<file path="src/rtl/touch_coord_reader.sv">
// -----------------------------------------------------------------------------
// touch_coord_reader
//
// Periodically reads an X/Y coordinate pair from a resistive touch-screen
// controller (ADS7846-style) over a 24-clock SPI frame per axis.
//
// While the pen is down, one X frame (command 0xD0) and one Y frame
// (command 0x90) are run each time the free-running sample timer wraps.
// The pair is published only if the pen is still down when both frames
// have finished.
//
// Ports
//   clock        sole clock, rising edge
//   reset        synchronous, active-high
//   pen_irq_n    pen-down flag from controller, active low, asynchronous
//   spi_miso     serial data from controller
//   spi_sclk     serial clock, idles low
//   spi_mosi     serial command data to controller
//   spi_cs_n     chip select, active low
//   x_touch      last published X coordinate
//   y_touch      last published Y coordinate
//   touch_valid  one-cycle pulse when a new X/Y pair is published
//   isPressed    synchronised pen-down level
// -----------------------------------------------------------------------------
module touch_coord_reader #(
  parameter int CLK_DIV       = 25,     // clocks per SCLK half-period (>= 2)
  parameter int SAMPLE_PERIOD = 50000   // clocks between conversion-pair starts
) (
  input  logic        clock,
  input  logic        reset,
  input  logic        pen_irq_n,
  input  logic        spi_miso,
  output logic        spi_sclk,
  output logic        spi_mosi,
  output logic        spi_cs_n,
  output logic [11:0] x_touch,
  output logic [11:0] y_touch,
  output logic        touch_valid,
  output logic        isPressed
);

  localparam int DW = (CLK_DIV > 1) ? $clog2(CLK_DIV) : 1;
  localparam int TW = (SAMPLE_PERIOD > 1) ? $clog2(SAMPLE_PERIOD) : 1;

  localparam logic [DW-1:0] DIV_LAST   = DW'(CLK_DIV - 1);
  localparam logic [TW-1:0] TIMER_LAST = TW'(SAMPLE_PERIOD - 1);

  localparam logic [7:0] CMD_X = 8'hD0;
  localparam logic [7:0] CMD_Y = 8'h90;

  typedef enum logic [2:0] {
    IDLE,
    CONV_X,
    GAP,
    CONV_Y,
    PUBLISH
  } state_t;

  state_t        state_q,   state_d;
  logic [TW-1:0] timer_q,   timer_d;
  logic          pending_q, pending_d;
  logic [DW-1:0] div_q,     div_d;
  logic          half_q,    half_d;     // 0 = SCLK low half, 1 = high half
  logic [4:0]    period_q,  period_d;   // SCLK period within the frame, 0..23
  logic [11:0]   x_shift_q, x_shift_d;
  logic [11:0]   y_shift_q, y_shift_d;
  logic          sclk_q,    sclk_d;
  logic          mosi_q,    mosi_d;
  logic          cs_n_q,    cs_n_d;
  logic [11:0]   x_q,       x_d;
  logic [11:0]   y_q,       y_d;
  logic          valid_q,   valid_d;
  logic          sync1_q,   sync2_q;

  logic          is_pressed;
  logic          timer_wrap;
  logic          enter_x;
  logic [7:0]    cmd;
  logic [4:0]    period_nxt;

  assign is_pressed = ~sync2_q;
  assign timer_wrap = (timer_q == TIMER_LAST);
  assign cmd        = (state_q == CONV_X) ? CMD_X : CMD_Y;
  assign period_nxt = period_q + 5'd1;

  // Sample timer runs regardless of state; a wrap while a request is already
  // pending simply leaves it pending, so at most one pair is ever queued.
  always_comb begin
    timer_d   = timer_wrap ? '0 : timer_q + TW'(1);
    pending_d = pending_q;
    if (enter_x)    pending_d = 1'b0;
    if (timer_wrap) pending_d = 1'b1;
  end

  // NOTE: every signal assigned in this block gets a default first so no path
  // leaves it unassigned, which would otherwise infer a latch.
  always_comb begin
    state_d   = state_q;
    div_d     = div_q;
    half_d    = half_q;
    period_d  = period_q;
    x_shift_d = x_shift_q;
    y_shift_d = y_shift_q;
    sclk_d    = sclk_q;
    mosi_d    = mosi_q;
    cs_n_d    = cs_n_q;
    x_d       = x_q;
    y_d       = y_q;
    valid_d   = 1'b0;
    enter_x   = 1'b0;

    case (state_q)
      IDLE: begin
        cs_n_d = 1'b1;
        sclk_d = 1'b0;
        mosi_d = 1'b0;
        if (is_pressed && pending_q) begin
          state_d   = CONV_X;
          enter_x   = 1'b1;
          div_d     = '0;
          half_d    = 1'b0;
          period_d  = '0;
          cs_n_d    = 1'b0;
          mosi_d    = CMD_X[7];
          x_shift_d = '0;
        end
      end

      CONV_X, CONV_Y: begin
        if (div_q != DIV_LAST) begin
          div_d = div_q + DW'(1);
        end else begin
          div_d = '0;
          if (!half_q) begin
            // End of low half: SCLK rises and the controller's bit is taken.
            half_d = 1'b1;
            sclk_d = 1'b1;
            if (period_q >= 5'd9 && period_q <= 5'd20) begin
              if (state_q == CONV_X) x_shift_d = {x_shift_q[10:0], spi_miso};
              else                   y_shift_d = {y_shift_q[10:0], spi_miso};
            end
          end else begin
            // End of high half: SCLK falls, MOSI moves to the next period.
            half_d = 1'b0;
            sclk_d = 1'b0;
            if (period_q == 5'd23) begin
              period_d = '0;
              cs_n_d   = 1'b1;
              mosi_d   = 1'b0;
              state_d  = (state_q == CONV_X) ? GAP : PUBLISH;
            end else begin
              period_d = period_nxt;
              mosi_d   = (period_nxt < 5'd8) ? cmd[3'd7 - period_nxt[2:0]] : 1'b0;
            end
          end
        end
      end

      GAP: begin
        if (div_q != DIV_LAST) begin
          div_d = div_q + DW'(1);
        end else begin
          state_d   = CONV_Y;
          div_d     = '0;
          half_d    = 1'b0;
          period_d  = '0;
          cs_n_d    = 1'b0;
          mosi_d    = CMD_Y[7];
          y_shift_d = '0;
        end
      end

      PUBLISH: begin
        // Pen-up during the frames is only judged here; a released pen
        // discards the pair and leaves the published values alone.
        if (is_pressed) begin
          x_d     = x_shift_q;
          y_d     = y_shift_q;
          valid_d = 1'b1;
        end
        state_d = IDLE;
      end

      default: state_d = IDLE;
    endcase
  end

  // NOTE: sequential state uses non-blocking assignments so every flop samples
  // the pre-edge values, independent of statement order.
  always_ff @(posedge clock) begin
    if (reset) begin
      // NOTE: every register here, including the shift registers, is reset so
      // a reset mid-frame leaves no partial result behind.
      state_q   <= IDLE;
      timer_q   <= '0;
      pending_q <= 1'b0;
      div_q     <= '0;
      half_q    <= 1'b0;
      period_q  <= '0;
      x_shift_q <= '0;
      y_shift_q <= '0;
      sclk_q    <= 1'b0;
      mosi_q    <= 1'b0;
      cs_n_q    <= 1'b1;
      x_q       <= '0;
      y_q       <= '0;
      valid_q   <= 1'b0;
      sync1_q   <= 1'b1;
      sync2_q   <= 1'b1;
    end else begin
      state_q   <= state_d;
      timer_q   <= timer_d;
      pending_q <= pending_d;
      div_q     <= div_d;
      half_q    <= half_d;
      period_q  <= period_d;
      x_shift_q <= x_shift_d;
      y_shift_q <= y_shift_d;
      sclk_q    <= sclk_d;
      mosi_q    <= mosi_d;
      cs_n_q    <= cs_n_d;
      x_q       <= x_d;
      y_q       <= y_d;
      valid_q   <= valid_d;
      sync1_q   <= pen_irq_n;
      sync2_q   <= sync1_q;
    end
  end

  assign spi_sclk    = sclk_q;
  assign spi_mosi    = mosi_q;
  assign spi_cs_n    = cs_n_q;
  assign x_touch     = x_q;
  assign y_touch     = y_q;
  assign touch_valid = valid_q;
  assign isPressed   = is_pressed;

endmodule

</file>
<file path="config.mk">
export PLATFORM = sky130hd
export DESIGN_NAME = touch_coord_reader
export DESIGN_NICKNAME = d
export VERILOG_FILES = /design/src/rtl/touch_coord_reader.sv
export SDC_FILE = /design/constraint.sdc
export NUM_CORES = 1
export LEC_CHECK = 0
export ABC_AREA = 1
export CAP_MARGIN = 20
export CORE_UTILIZATION = 55
export CTS_BUF_LIST = sky130_fd_sc_hd__clkbuf_8
export DETAILED_ROUTE_END_ITERATION = 8
export GPL_TIMING_DRIVEN = 0
export PLACE_DENSITY = 0.76
export SYNTH_ARGS = -nofsm -noshare
export SYNTH_HDL_FRONTEND = slang
export SYNTH_SLANG_ARGS = --single-unit
</file>
<file path="constraint.sdc">
create_clock -name clock -period 3.72 [get_ports clock]
set_input_delay 0.372 -clock clock [delete_from_list [all_inputs] [get_ports clock]]
set_output_delay 0.372 -clock clock [all_outputs]
set_load 0.02 [all_outputs]
</file>
After elaboration in Yosys (flattened, before gate mapping)
Cells that the tools add are included.
{"block": "word_totals", "ff_bits": 85, "in_bits": 4, "out_inout_bits": 29, "wordCells": 116}
{"block": "classes", "n_addsub": 4, "magnitude_cmp": 4, "n_eq_ne": 16, "muxes": 52, "bitwise_logic": 2, "n_reduce_logical": 22}
{"operator": "12-bit two-way mux", "count": 10}
{"operator": "12-bit case mux with 2 select lines", "count": 2}
{"operator": "5-bit two-way mux", "count": 6}
{"operator": "1-bit two-way mux", "count": 19}
{"operator": "3-bit two-way mux", "count": 6}
{"operator": "2-bit != test, second input constant", "count": 9}
{"operator": "16-bit by 1-bit adder with 16-bit output, second input constant", "count": 1}
{"operator": "16-bit equality test, second input constant", "count": 1}
{"operator": "5-bit case mux with 3 select lines", "count": 1}
{"operator": "5-bit AND reduction", "count": 3}
{"operator": "6-bit AND reduction", "count": 2}
{"operator": "5-bit by 1-bit adder with 5-bit output, second input constant", "count": 2}
{"operator": "5-bit case mux with 2 select lines", "count": 1}
{"operator": "1-bit case mux with 3 select lines", "count": 3}
{"operator": "3-bit case mux with 3 select lines", "count": 1}
{"operator": "4-bit AND reduction", "count": 2}
{"operator": "2-bit nonzero test", "count": 4}
{"operator": "7-bit two-way mux", "count": 1}
{"operator": "3-bit by 2-bit equality test with 1-bit output, second input constant", "count": 2}
{"operator": "2-bit AND reduction", "count": 3}
{"operator": "2-bit OR reduction", "count": 3}
{"operator": "5-bit equality test, second input constant", "count": 1}
{"operator": "5-bit by 4-bit greater-or-equal comparator with 1-bit output, second input constant", "count": 1}
{"operator": "5-bit <= comparator, second input constant", "count": 1}
{"operator": "13 further kinds", "count": 15}

Depth between registers and ports, before layout
Gate-level depths: netlist (run 1).
{"block": "depth", "ltp_word": 9, "ltp_mapped": 13, "depth_no_buf": 12}

Least setup slack after synthesis (run 1)
OpenSTA, ideal clock, no wires.
{"block": "synth_path", "kind": "reg2reg", "from": "register period_q[1]", "to": "register y_shift_q[6]", "setup_ns": 0.113, "t_arrival_ns": 1.390, "t_required_ns": 3.607, "slack_ns": 2.217, "path_stages_with_launch": 14, "path_buffers": 1, "period_less_slack_ns": 1.503, "path_cell_list": "dfxtp_1 inv_1 ha_1 nor2_1 nand2_1 nand2_1 nand2_1 nand2_1 nand2_2 nand2_1 buf_2 nand2_1 nand2_1 nor2_1"}
{"block": "synth_between", "elab_chain_len": 4, "elab_cells_between_ends": 5, "cone_classes": "order compare (2); eq/ne (1); reduce/logical (2)"}
{"item": "from (decl)", "line": "64", "rtl": "logic [4:0] period_q, period_d;"}
{"item": "from (signal assigned)", "line": "216", "rtl": "period_q <= period_d;"}
{"item": "5-bit by 4-bit greater-or-equal comparator with 1-bit output / 5-bit <= comparator (equally long branches)", "line": "138", "rtl": "if (period_q >= 5'd9 && period_q <= 5'd20) begin"}
{"item": "1-bit logical AND (*)", "line": "138"}
{"item": "2-bit != test (no source line) (*)"}
{"item": "6-bit AND reduction (no source line) (*)"}
{"item": "to (signal assigned)", "line": "218", "rtl": "y_shift_q <= y_shift_d;"}
{"item": "to (decl)", "line": "66", "rtl": "logic [11:0] y_shift_q, y_shift_d;"}
Every way passes the cells marked *; elsewhere a longest branch is shown, timed or not.
A chain may end at the register's enable or synchronous reset.

Worst setup path in the final report (run 1)
{"block": "layout_path", "from": "register period_q[1]", "to": "register y_shift_q[9]"}
Same word-level chain as after synthesis.

==> results of run 1 <==
-- cell type report --
cell class / instances / area (µm²)
clock buffers: 9 / 123.9
repair buffers: 32 / 320.3
clock inverters: 7 / 81.33
multi-input cells: 365 / 1709
plain buffers: 20 / 96.34
inverters: 50 / 187.7
fillers: 575 / 2106
well taps: 77 / 96.34
flip-flops and latches: 85 / 1702
-- final timing paths --
path / to / cells after the start
setup reg to reg: y_shift_q[9] / 13
hold reg to reg: sync2_q / 1
setup / recovery: y_shift_q[9] / 13
hold / removal: sync2_q / 1
-- power by group through the flow --
| stage | logic [mW] | clock network (mW) | registers [mW] |
|---|---|---|---|
| finish | 0.0390 | 0.677 | 0.915 |
| global route | 0.0441 | 0.724 | 0.915 |
| CTS | 0.0394 | 0.687 | 0.915 |
| detailed placement | 0.0392 | 0 | 0.936 |
| global placement | 0.0385 | 0 | 0.936 |
| floorplan | 0.0248 | 0 | 0.936 |
-- stage by stage --
step	hold WS (ns)	total power, mW	setup slack, ns
finish	0.4242	1.631	1.902
global route	0.4482	1.683	1.714
CTS	0.4303	1.641	1.901
detailed placement	0.4043	0.9753	1.598
global placement	0.4041	0.9745	1.622
floorplan	0.3895	0.9605	2.217
-- logic make-up after synthesis --
kind of cell	after synthesis	synth area share, %
AOI/OAI and AO/OA	89	12.60
xor gates and xnor gates	9	2.134
adders and majority gates	6	2.032
buffers and inverters	70	7.687
DFF	85	46.05
and+or+nand+nor	261	29.50
-- flip-flops by register name, indices dropped and copies added (netlist names) --
signal       cells
timer_q         16
y_shift_q       12
spi_cs_n         1
half_q           1
touch_valid      1
sync1_q          1
state_q          3
pending_q        1
div_q            5
period_q         5
sync2_q          1
y_touch         12
x_shift_q       12
spi_sclk         1
x_touch         12
spi_mosi         1
-- worst register-to-register path, stage by stage (launching register included) --
cell                      delay, ns
sky130_fd_sc_hd__dfxtp_1       0.38
sky130_fd_sc_hd__inv_1         0.09
sky130_fd_sc_hd__ha_1          0.18
sky130_fd_sc_hd__nor2_1        0.08
sky130_fd_sc_hd__nand2_1       0.06
sky130_fd_sc_hd__nand2_1       0.05
sky130_fd_sc_hd__nand2_1       0.05
sky130_fd_sc_hd__nand2_1       0.08
sky130_fd_sc_hd__nand2_2       0.11
sky130_fd_sc_hd__nand2_1       0.21
sky130_fd_sc_hd__buf_2         0.25
sky130_fd_sc_hd__nand2_1       0.07
sky130_fd_sc_hd__nand2_1       0.06
sky130_fd_sc_hd__nor2_1        0.04
-- placed cells by master (no fill, tap or decap), drive strengths merged, types with 13 or more instances in the layout --
master         count
dfxtp             85
o21ai             32
buf               13
nor2             101
nand3             39
clkbuf            16
clkdlybuf4s50     32
nand2            102
inv               53
a21oi             51
-- per-layer routing --
layer  track usage (%)  vias up  wire [µm]
met5                 0        -          0
li1                  -     1751          -
met1             29.58     1515       3757
met2             39.05       80       3630
met3             4.055       13        343
met4             11.76        0        148
==> impl_table.tex, run 1 <==
\begin{tabular}{lr}
\hline
Metric & Value \\
\hline
\multicolumn{2}{l}{\textbf{GRT}} \\
\quad Total Routing Usage GR & 23.58\% \\
\quad Via count of the first global-routing pass & 3015 \\
\quad Overflow after GRT & 0 \\
\quad First-pass GRT wire length & 13330 µm \\
\quad Antenna violations before repair & 0 \\
\quad Pin count of the biggest net entering global routing & 17 \\
\multicolumn{2}{l}{\textbf{Worst setup path}} \\
\quad Kind of cell with the highest combined delay on the critical path & simple AND/OR/NAND/NOR gates \\
\quad Cells along the critical path & inv\_1 > ha\_1 > nor2\_1 > nand2\_1 > nand2\_1 > nand2\_1 > nand2\_1 > nand2\_2 > nand2\_1 > buf\_2 > nand2\_1 > nand2\_1 > nor2\_1 \\
\quad R2R Path Start & period\_q[1] \\
\quad Worst EP required & 3.98 ns \\
\quad Cell with the largest stage delay on the worst path & sky130\_fd\_sc\_hd\_\_dfxtp\_1 \\
\quad CP Buf/Inv Count & 2 \\
\quad Critical Path Fanout Max & 10 \\
\quad Data arrival time of the critical path & 2.08 ns \\
\quad Kind of capture point of the worst setup path & register \\
\quad Worst setup startpoint & period\_q[1] \\
\quad Reg-to-reg setup timing slack & 1.90 ns \\
\quad Crit start category & register \\
\quad Max stage delay on crit path & 0.38 ns \\
\quad Crit path kind & register to register \\
\quad Cell type with the highest occurrence count on the critical path & sky130\_fd\_sc\_hd\_\_nand2\_1 \\
\multicolumn{2}{l}{\textbf{STA}} \\
\quad Final setup viols & 0 \\
\quad Hold violation count in the final report & 0 \\
\quad Achievable frequency & 550.2 MHz \\
\quad Transition time at the pin with the least slew margin & 0.5843 ns \\
\quad Time the worst path needs with I/O delays and setup & 1.818 ns \\
\quad Clock skew & 0.01032 ns \\
\quad Max-slew violations & 0 \\
\quad Final worst path period share & 48.86\% \\
\quad Max transition margin & 61.05\% \\
\quad Setup repair after global routing missed its margin & no \\
\quad Setup TNS & 0 ns \\
\multicolumn{2}{l}{\textbf{Run}} \\
\quad Number of max-cap violations & 0 \\
\multicolumn{2}{l}{\textbf{Status}} \\
\quad Result of the run & complete, but fails checks \\
\quad Violations in the final reports & design-rule violations \\
\multicolumn{2}{l}{\textbf{Clock network}} \\
\quad Clock root buffer master & sky130\_fd\_sc\_hd\_\_clkbuf\_8 \\
\quad Deepest level of the CTS H-tree & 3 \\
\quad Cts-stage hold buffer count & 0 \\
\quad Clock network latency to the later pin of the worst-skew pair & 0.36 ns \\
\quad Post-CTS Setup Repair Bufs & 0 \\
\quad Sink Count & 85 \\
\quad Gates resized, CTS repair & 0 \\
\quad Clock buffer count from CTS & 9 \\
\quad Maximum root-to-sink buffer count & 2 \\
\quad Clock tree from TritonCTS & yes \\
\quad Worst-path clk slew & 0.09 ns \\
\multicolumn{2}{l}{\textbf{Synthesis}} \\
\quad Synth Area per Inst & 7.105 µm² \\
\quad Main flop type after synthesis & sky130\_fd\_sc\_hd\_\_dfxtp\_1 \\
\quad Synth Cell Area & 3695 µm² \\
\quad Library cell occupying the most area in the post-synthesis netlist & sky130\_fd\_sc\_hd\_\_dfxtp\_1 \\
\quad Number of enable flip-flop cells after synthesis & 0 \\
\quad Share of synthesized flip-flops with an asynchronous set or reset & 0\% \\
\quad Sequential element share of the synthesized area & 46.05\% \\
\quad Number of instances in the synthesized netlist & 520 \\
\quad Library cell with the highest instance count after synthesis & sky130\_fd\_sc\_hd\_\_nand2\_1 \\
\quad Area fraction of the dominant cell type after synthesis & 46.05\% \\
\quad Syn nets & 530 \\
\quad Dominant cells by area after synthesis & sky130\_fd\_sc\_hd\_\_dfxtp\_1 (46\%), sky130\_fd\_sc\_hd\_\_nand2\_1 (10\%), sky130\_fd\_sc\_hd\_\_nor2\_1 (10\%) \\
\quad Total number of yosys warnings & 0 \\
\quad Synth top cells by count & sky130\_fd\_sc\_hd\_\_nand2\_1 (100), sky130\_fd\_sc\_hd\_\_nor2\_1 (98), sky130\_fd\_sc\_hd\_\_dfxtp\_1 (85) \\
\quad Total of flip-flops plus latches after synthesis & 85 \\
\quad Post-synth cell types & 32 \\
\multicolumn{2}{l}{\textbf{Hold path}} \\
\quad Startpoint of the lowest-slack hold path & sync1\_q \\
\quad Classification of the worst-slack hold path & register to register \\
\multicolumn{2}{l}{\textbf{Finish}} \\
\quad Area added between synthesis and finish & 16.83\% \\
\quad Antenna cells & 0 \\
\quad Final standard cell area without fillers & 4317 µm² \\
\quad NumNets Final & 573 \\
\quad Filler-free cell count of the finished design & 645 \\
\quad Fraction of final layout cells with drive strength greater than 1 & 7.394\% \\
\quad Fraction of the core area covered by cells at the end of the flow & 67.21\% \\
\multicolumn{2}{l}{\textbf{Route}} \\
\quad Antenna-violating nets left & 0 \\
\quad Number of DRC violations after detailed routing & 8 \\
\quad Via total after detailed routing & 3359 \\
\quad Detailed-routing iteration count for the pre-antenna-repair pass & 6 \\
\quad Detailed router's first-iteration violation count & 190 \\
\quad Number of vias per cell & 5.208 \\
\quad Post-DR wirelength/cell & 12.22 µm \\
\quad Overall routed net length & 7879 µm \\
\multicolumn{2}{l}{\textbf{Floorplanning}} \\
\quad Standard cell core area & 6422 µm² \\
\quad Die Height & 83.96 µm \\
\quad Initial cell density of the core & 57.53\% \\
\quad Area enclosed by the die boundary & 7049 µm² \\
\quad Number of top-level pins & 33 \\
\quad Chip Width & 83.96 µm \\
\quad Standard-cell row count & 29 \\
\multicolumn{2}{l}{\textbf{Power}} \\
\quad Static power due to leakage & 1.723 nW \\
\quad Sequential cell fraction of total power & 56.1\% \\
\quad Portion of total power attributed to combinational logic & 2.4\% \\
\quad Net Sw Frac & 23.65\% \\
\quad Internal power contribution & 1.245 mW \\
\quad Clock network power share & 41.5\% \\
\quad Net Switching & 0.3857 mW \\
\quad Cell Pwr Density & 377.8 nW/µm² \\
\quad Peak supply drop & 0.2415 mV \\
\multicolumn{2}{l}{\textbf{Placement}} \\
\quad Port Buffer Count & 32 \\
\quad DP Cell Count & 629 \\
\quad HPWL after detailed placement & 5526 µm \\
\quad Placed cell area & 4111 µm² \\
\quad Global placement routability congestion & 0.8462 \\
\hline
\end{tabular}
Power figures use the tool's default switching activity.
==> run 2, diff against run 1 <==
--- a/config.mk
+++ b/config.mk
@@ -7,11 +7,11 @@
 export LEC_CHECK = 0
 export ABC_AREA = 1
 export CAP_MARGIN = 20
-export CORE_UTILIZATION = 55
+export CORE_UTILIZATION = 54
 export CTS_BUF_LIST = sky130_fd_sc_hd__clkbuf_8
 export DETAILED_ROUTE_END_ITERATION = 8
 export GPL_TIMING_DRIVEN = 0
-export PLACE_DENSITY = 0.76
+export PLACE_DENSITY = 0.77
 export SYNTH_ARGS = -nofsm -noshare
 export SYNTH_HDL_FRONTEND = slang
 export SYNTH_SLANG_ARGS = --single-unit
==> constraint.sdc (replaced) <==
create_clock -name clock -period 1.6 [get_ports clock]
set_input_delay 0.16 -clock clock [delete_from_list [all_inputs] [get_ports clock]]
set_output_delay 0.16 -clock clock [all_outputs]
set_load 0.02 [all_outputs]
==> impl_table.tex, run 2 (same netlist as run 1, synthesis figures left out) <==
\begin{tabular}{lr}
\hline
Metric & Value \\
\hline
\multicolumn{2}{l}{\textbf{Route}} \\
\quad Post-DR wirelength/cell & 13.94 µm (+14\%) \\
\quad Overall routed net length & 9231 µm (+17\%) \\
\quad Detailed-routing iteration count for the pre-antenna-repair pass & 7 (+1) \\
\quad Detailed router's first-iteration violation count & 219 (+15\%) \\
\quad Via total after detailed routing & 3619 (+7.7\%) \\
\quad Antenna-violating nets left & 0 (unchanged) \\
\quad Number of vias per cell & 5.467 (+5.0\%) \\
\quad Number of DRC violations after detailed routing & 0 (-8) \\
\multicolumn{2}{l}{\textbf{Power}} \\
\quad Net Sw Frac & 21.19\% (-2.5 points) \\
\quad Cell Pwr Density & 805.7 nW/µm² (+110\%) \\
\quad Net Switching & 0.8263 mW (+110\%) \\
\quad Static power due to leakage & 1.941 nW (+13\%) \\
\quad Clock network power share & 43.1\% (+1.6 points) \\
\quad Internal power contribution & 3.074 mW (+150\%) \\
\quad Portion of total power attributed to combinational logic & 2.5\% (about the same) \\
\quad Peak supply drop & 0.6864 mV (+180\%) \\
\quad Sequential cell fraction of total power & 54.4\% (-1.7 points) \\
\multicolumn{2}{l}{\textbf{Run}} \\
\quad Number of max-cap violations & 0 (unchanged) \\
\multicolumn{2}{l}{\textbf{Clock network}} \\
\quad Deepest level of the CTS H-tree & 3 (unchanged) \\
\quad Clock tree from TritonCTS & yes \\
\quad Clock root buffer master & sky130\_fd\_sc\_hd\_\_clkbuf\_8 \\
\quad Clock buffer count from CTS & 9 (unchanged) \\
\quad Cts-stage hold buffer count & 0 (unchanged) \\
\quad Worst-path clk slew & 0.08 ns (about the same) \\
\quad Clock network latency to the later pin of the worst-skew pair & 0.35 ns (about the same) \\
\quad Sink Count & 85 (unchanged) \\
\quad Maximum root-to-sink buffer count & 2 (unchanged) \\
\multicolumn{2}{l}{\textbf{Finish}} \\
\quad Area added between synthesis and finish & 31.02\% \\
\quad Filler-free cell count of the finished design & 662 (+2.6\%) \\
\quad Antenna cells & 0 (unchanged) \\
\quad Fraction of final layout cells with drive strength greater than 1 & 18.46\% (+11 points) \\
\quad Sequential standard cell area & 1713 µm² (+0.66\%) \\
\quad Most frequent cells in the layout & sky130\_fd\_sc\_hd\_\_nor2\_1 (92), sky130\_fd\_sc\_hd\_\_nand2\_1 (84), sky130\_fd\_sc\_hd\_\_dfxtp\_1 (80) \\
\quad Filler cells & 472 (-18\%) \\
\quad NumNets Final & 590 (+3.0\%) \\
\quad Multi-input logic area & 1952 µm² (+14\%) \\
\quad Final standard cell area without fillers & 4841 µm² (+12\%) \\
\quad Max FFs per register & 16 (unchanged) \\
\quad Most common cell after layout, fill and taps aside & sky130\_fd\_sc\_hd\_\_nor2\_1 \\
\quad Top reg by flops & timer\_q \\
\quad Fraction of the core area covered by cells at the end of the flow & 74.95\% (+7.7 points) \\
\multicolumn{2}{l}{\textbf{Floorplanning}} \\
\quad Number of top-level pins & 33 (unchanged) \\
\quad Die Height & 84.72 µm (+0.90\%) \\
\quad Standard-cell row count & 29 (unchanged) \\
\quad Initial cell density of the core & 57.21\% (-0.32 points) \\
\quad Area enclosed by the die boundary & 7177 µm² (+1.8\%) \\
\quad Chip Width & 84.72 µm (+0.90\%) \\
\quad Standard cell core area & 6459 µm² (+0.56\%) \\
\multicolumn{2}{l}{\textbf{STA}} \\
\quad Max transition margin & 61.80\% (+0.76 points) \\
\quad Final setup viols & 0 (unchanged) \\
\quad Final worst path period share & 99.75\% (+51 points) \\
\quad Clock skew & 0.01009 ns (-0.0002300 ns) \\
\quad Transition time at the pin with the least slew margin & 0.5729 ns (-0.01137 ns) \\
\quad Achievable frequency & 626.6 MHz (+14\%) \\
\quad Hold violation count in the final report & 0 (unchanged) \\
\quad Time the worst path needs with I/O delays and setup & 1.596 ns (-0.2216 ns) \\
\quad Setup repair after global routing missed its margin & yes \\
\quad Max-slew violations & 0 (unchanged) \\
\quad Hold slack & 0.3804 ns (-0.04385 ns) \\
\quad Post-route worst setup slack & 0.004055 ns (-1.898 ns) \\
\multicolumn{2}{l}{\textbf{Worst setup path}} \\
\quad Kind of capture point of the worst setup path & register \\
\quad Number of cells traversed by the worst register-to-register path & 12 (-1) \\
\quad CP Capture Point & x\_shift\_q[2] \\
\quad Worst setup startpoint & period\_q[1] \\
\quad Crit path kind & register to register \\
\quad Data arrival time of the critical path & 1.87 ns (-0.21 ns) \\
\quad Critical Path Fanout Max & 5 (-5) \\
\quad Reg-to-reg setup timing slack & 0.004 ns (-1.90 ns) \\
\quad R2R Path Start & period\_q[1] \\
\quad Critical R2R Capture & x\_shift\_q[2] \\
\quad Crit start category & register \\
\quad Worst EP required & 1.87 ns (-2.11 ns) \\
\multicolumn{2}{l}{\textbf{Placement}} \\
\quad Placed cell area & 4111 µm² (unchanged) \\
\quad Worst setup slack after placement & -0.2671 ns (-1.865 ns) \\
\quad Port Buffer Count & 32 (unchanged) \\
\quad HPWL after detailed placement & 5670 µm (+2.6\%) \\
\quad Global placement routability congestion & 0.8680 (+2.6\%) \\
\quad DP Cell Count & 629 (unchanged) \\
\multicolumn{2}{l}{\textbf{GRT}} \\
\quad Overflow after GRT & 0 (unchanged) \\
\quad Total Routing Usage GR & 24.29\% (+0.71 points) \\
\quad Antenna violations before repair & 0 (unchanged) \\
\quad Pin count of the biggest net entering global routing & 15 (-2) \\
\quad First-pass GRT wire length & 14060 µm (+5.4\%) \\
\quad Via count of the first global-routing pass & 3198 (+6.1\%) \\
\multicolumn{2}{l}{\textbf{Hold path}} \\
\quad Classification of the worst-slack hold path & input port to register \\
\multicolumn{2}{l}{\textbf{Status}} \\
\quad Result of the run & finished clean \\
\hline
\end{tabular}
==> run 2: final cells by class <==
| class | count | share of cell area [%] |
|---|---|---|
| Multi-Input combinational cell | 366 | 40.32 |
| Sequential cell | 85 | 35.38 |
| Timing Repair Buffer | 48 | 10.55 |
| Inverter | 50 | 3.929 |
| Buffer | 20 | 3.205 |
| Clock buffer | 10 | 2.843 |
| Tap cell | 77 | 1.990 |
| Clock inverter | 6 | 1.783 |
==> run 2: worst min path at each step <==
| stage | from | endpoint | slack, ns | cells past startpoint |
|---|---|---|---|---|
| 2_1_floorplan | pen_irq_n | sync1_q | 0.26 | 1 |
| 3_3_place_gp | sync1_q | sync2_q | 0.41 | 1 |
| 3_5_place_dp | sync1_q | sync2_q | 0.41 | 1 |
| 4_1_cts | pen_irq_n | sync1_q | 0.36 | 2 |
| 5_1_grt | pen_irq_n | sync1_q | 0.38 | 2 |
| 6_report | pen_irq_n | sync1_q | 0.38 | 2 |
==> run 2: power by group through the flow <==
stage | sequential, mW | clock, mW | combinational, mW
after floorplan | 2.18 | 0 | 0.0577
after global placement | 2.18 | 0 | 0.0890
after detailed placement | 2.18 | 0 | 0.0902
after CTS | 2.13 | 1.71 | 0.0928
after global routing | 2.12 | 1.79 | 0.108
final | 2.12 | 1.68 | 0.0966
==> run 2: through the flow <==
step                      power (mW)  setup TNS, ns
after floorplan                2.233              0
after global placement         2.265         -6.557
after detailed placement       2.267         -8.443
after CTS                      3.933       -0.05434
after global routing           4.018        -0.9076
final                          3.900              0
==> run 2: what timing repair did <==
action / in CTS / in global routing
endpoints found under the setup margin: 43 / 70
pin swaps: 3 / 17
hold endpoints to repair: 0 / 0
cloned: 0 / 6
gates resized for setup: 16 / 82
buffers inserted: 4 / 7
==> run 2: per-layer routing <==
| layer | up-vias | track usage, % | part of all wire, % | wire length (µm) |
|---|---|---|---|---|
| met5 | - | 0 | 0 | 0 |
| met4 | 0 | 9.399 | 0.78 | 72 |
| met3 | 8 | 6.588 | 5.4 | 495 |
| met2 | 106 | 39.99 | 49 | 4557 |
| met1 | 1708 | 30.43 | 44 | 4105 |
| li1 | 1797 | - | - | - |
==> run 2: worst max-delay path: stages, from the launching register on <==
cell and delay (ns):
sky130_fd_sc_hd__dfxtp_2 0.36, sky130_fd_sc_hd__inv_2 0.06, sky130_fd_sc_hd__ha_4 0.15, sky130_fd_sc_hd__nor2_2 0.09
sky130_fd_sc_hd__nand2_1 0.06, sky130_fd_sc_hd__nand2_1 0.07, sky130_fd_sc_hd__nand2_2 0.06, sky130_fd_sc_hd__nand2_4 0.12
sky130_fd_sc_hd__nand2_8 0.09, sky130_fd_sc_hd__clkbuf_16 0.18, sky130_fd_sc_hd__nand3_2 0.05, sky130_fd_sc_hd__nand2_1 0.06
sky130_fd_sc_hd__nor2_1 0.16
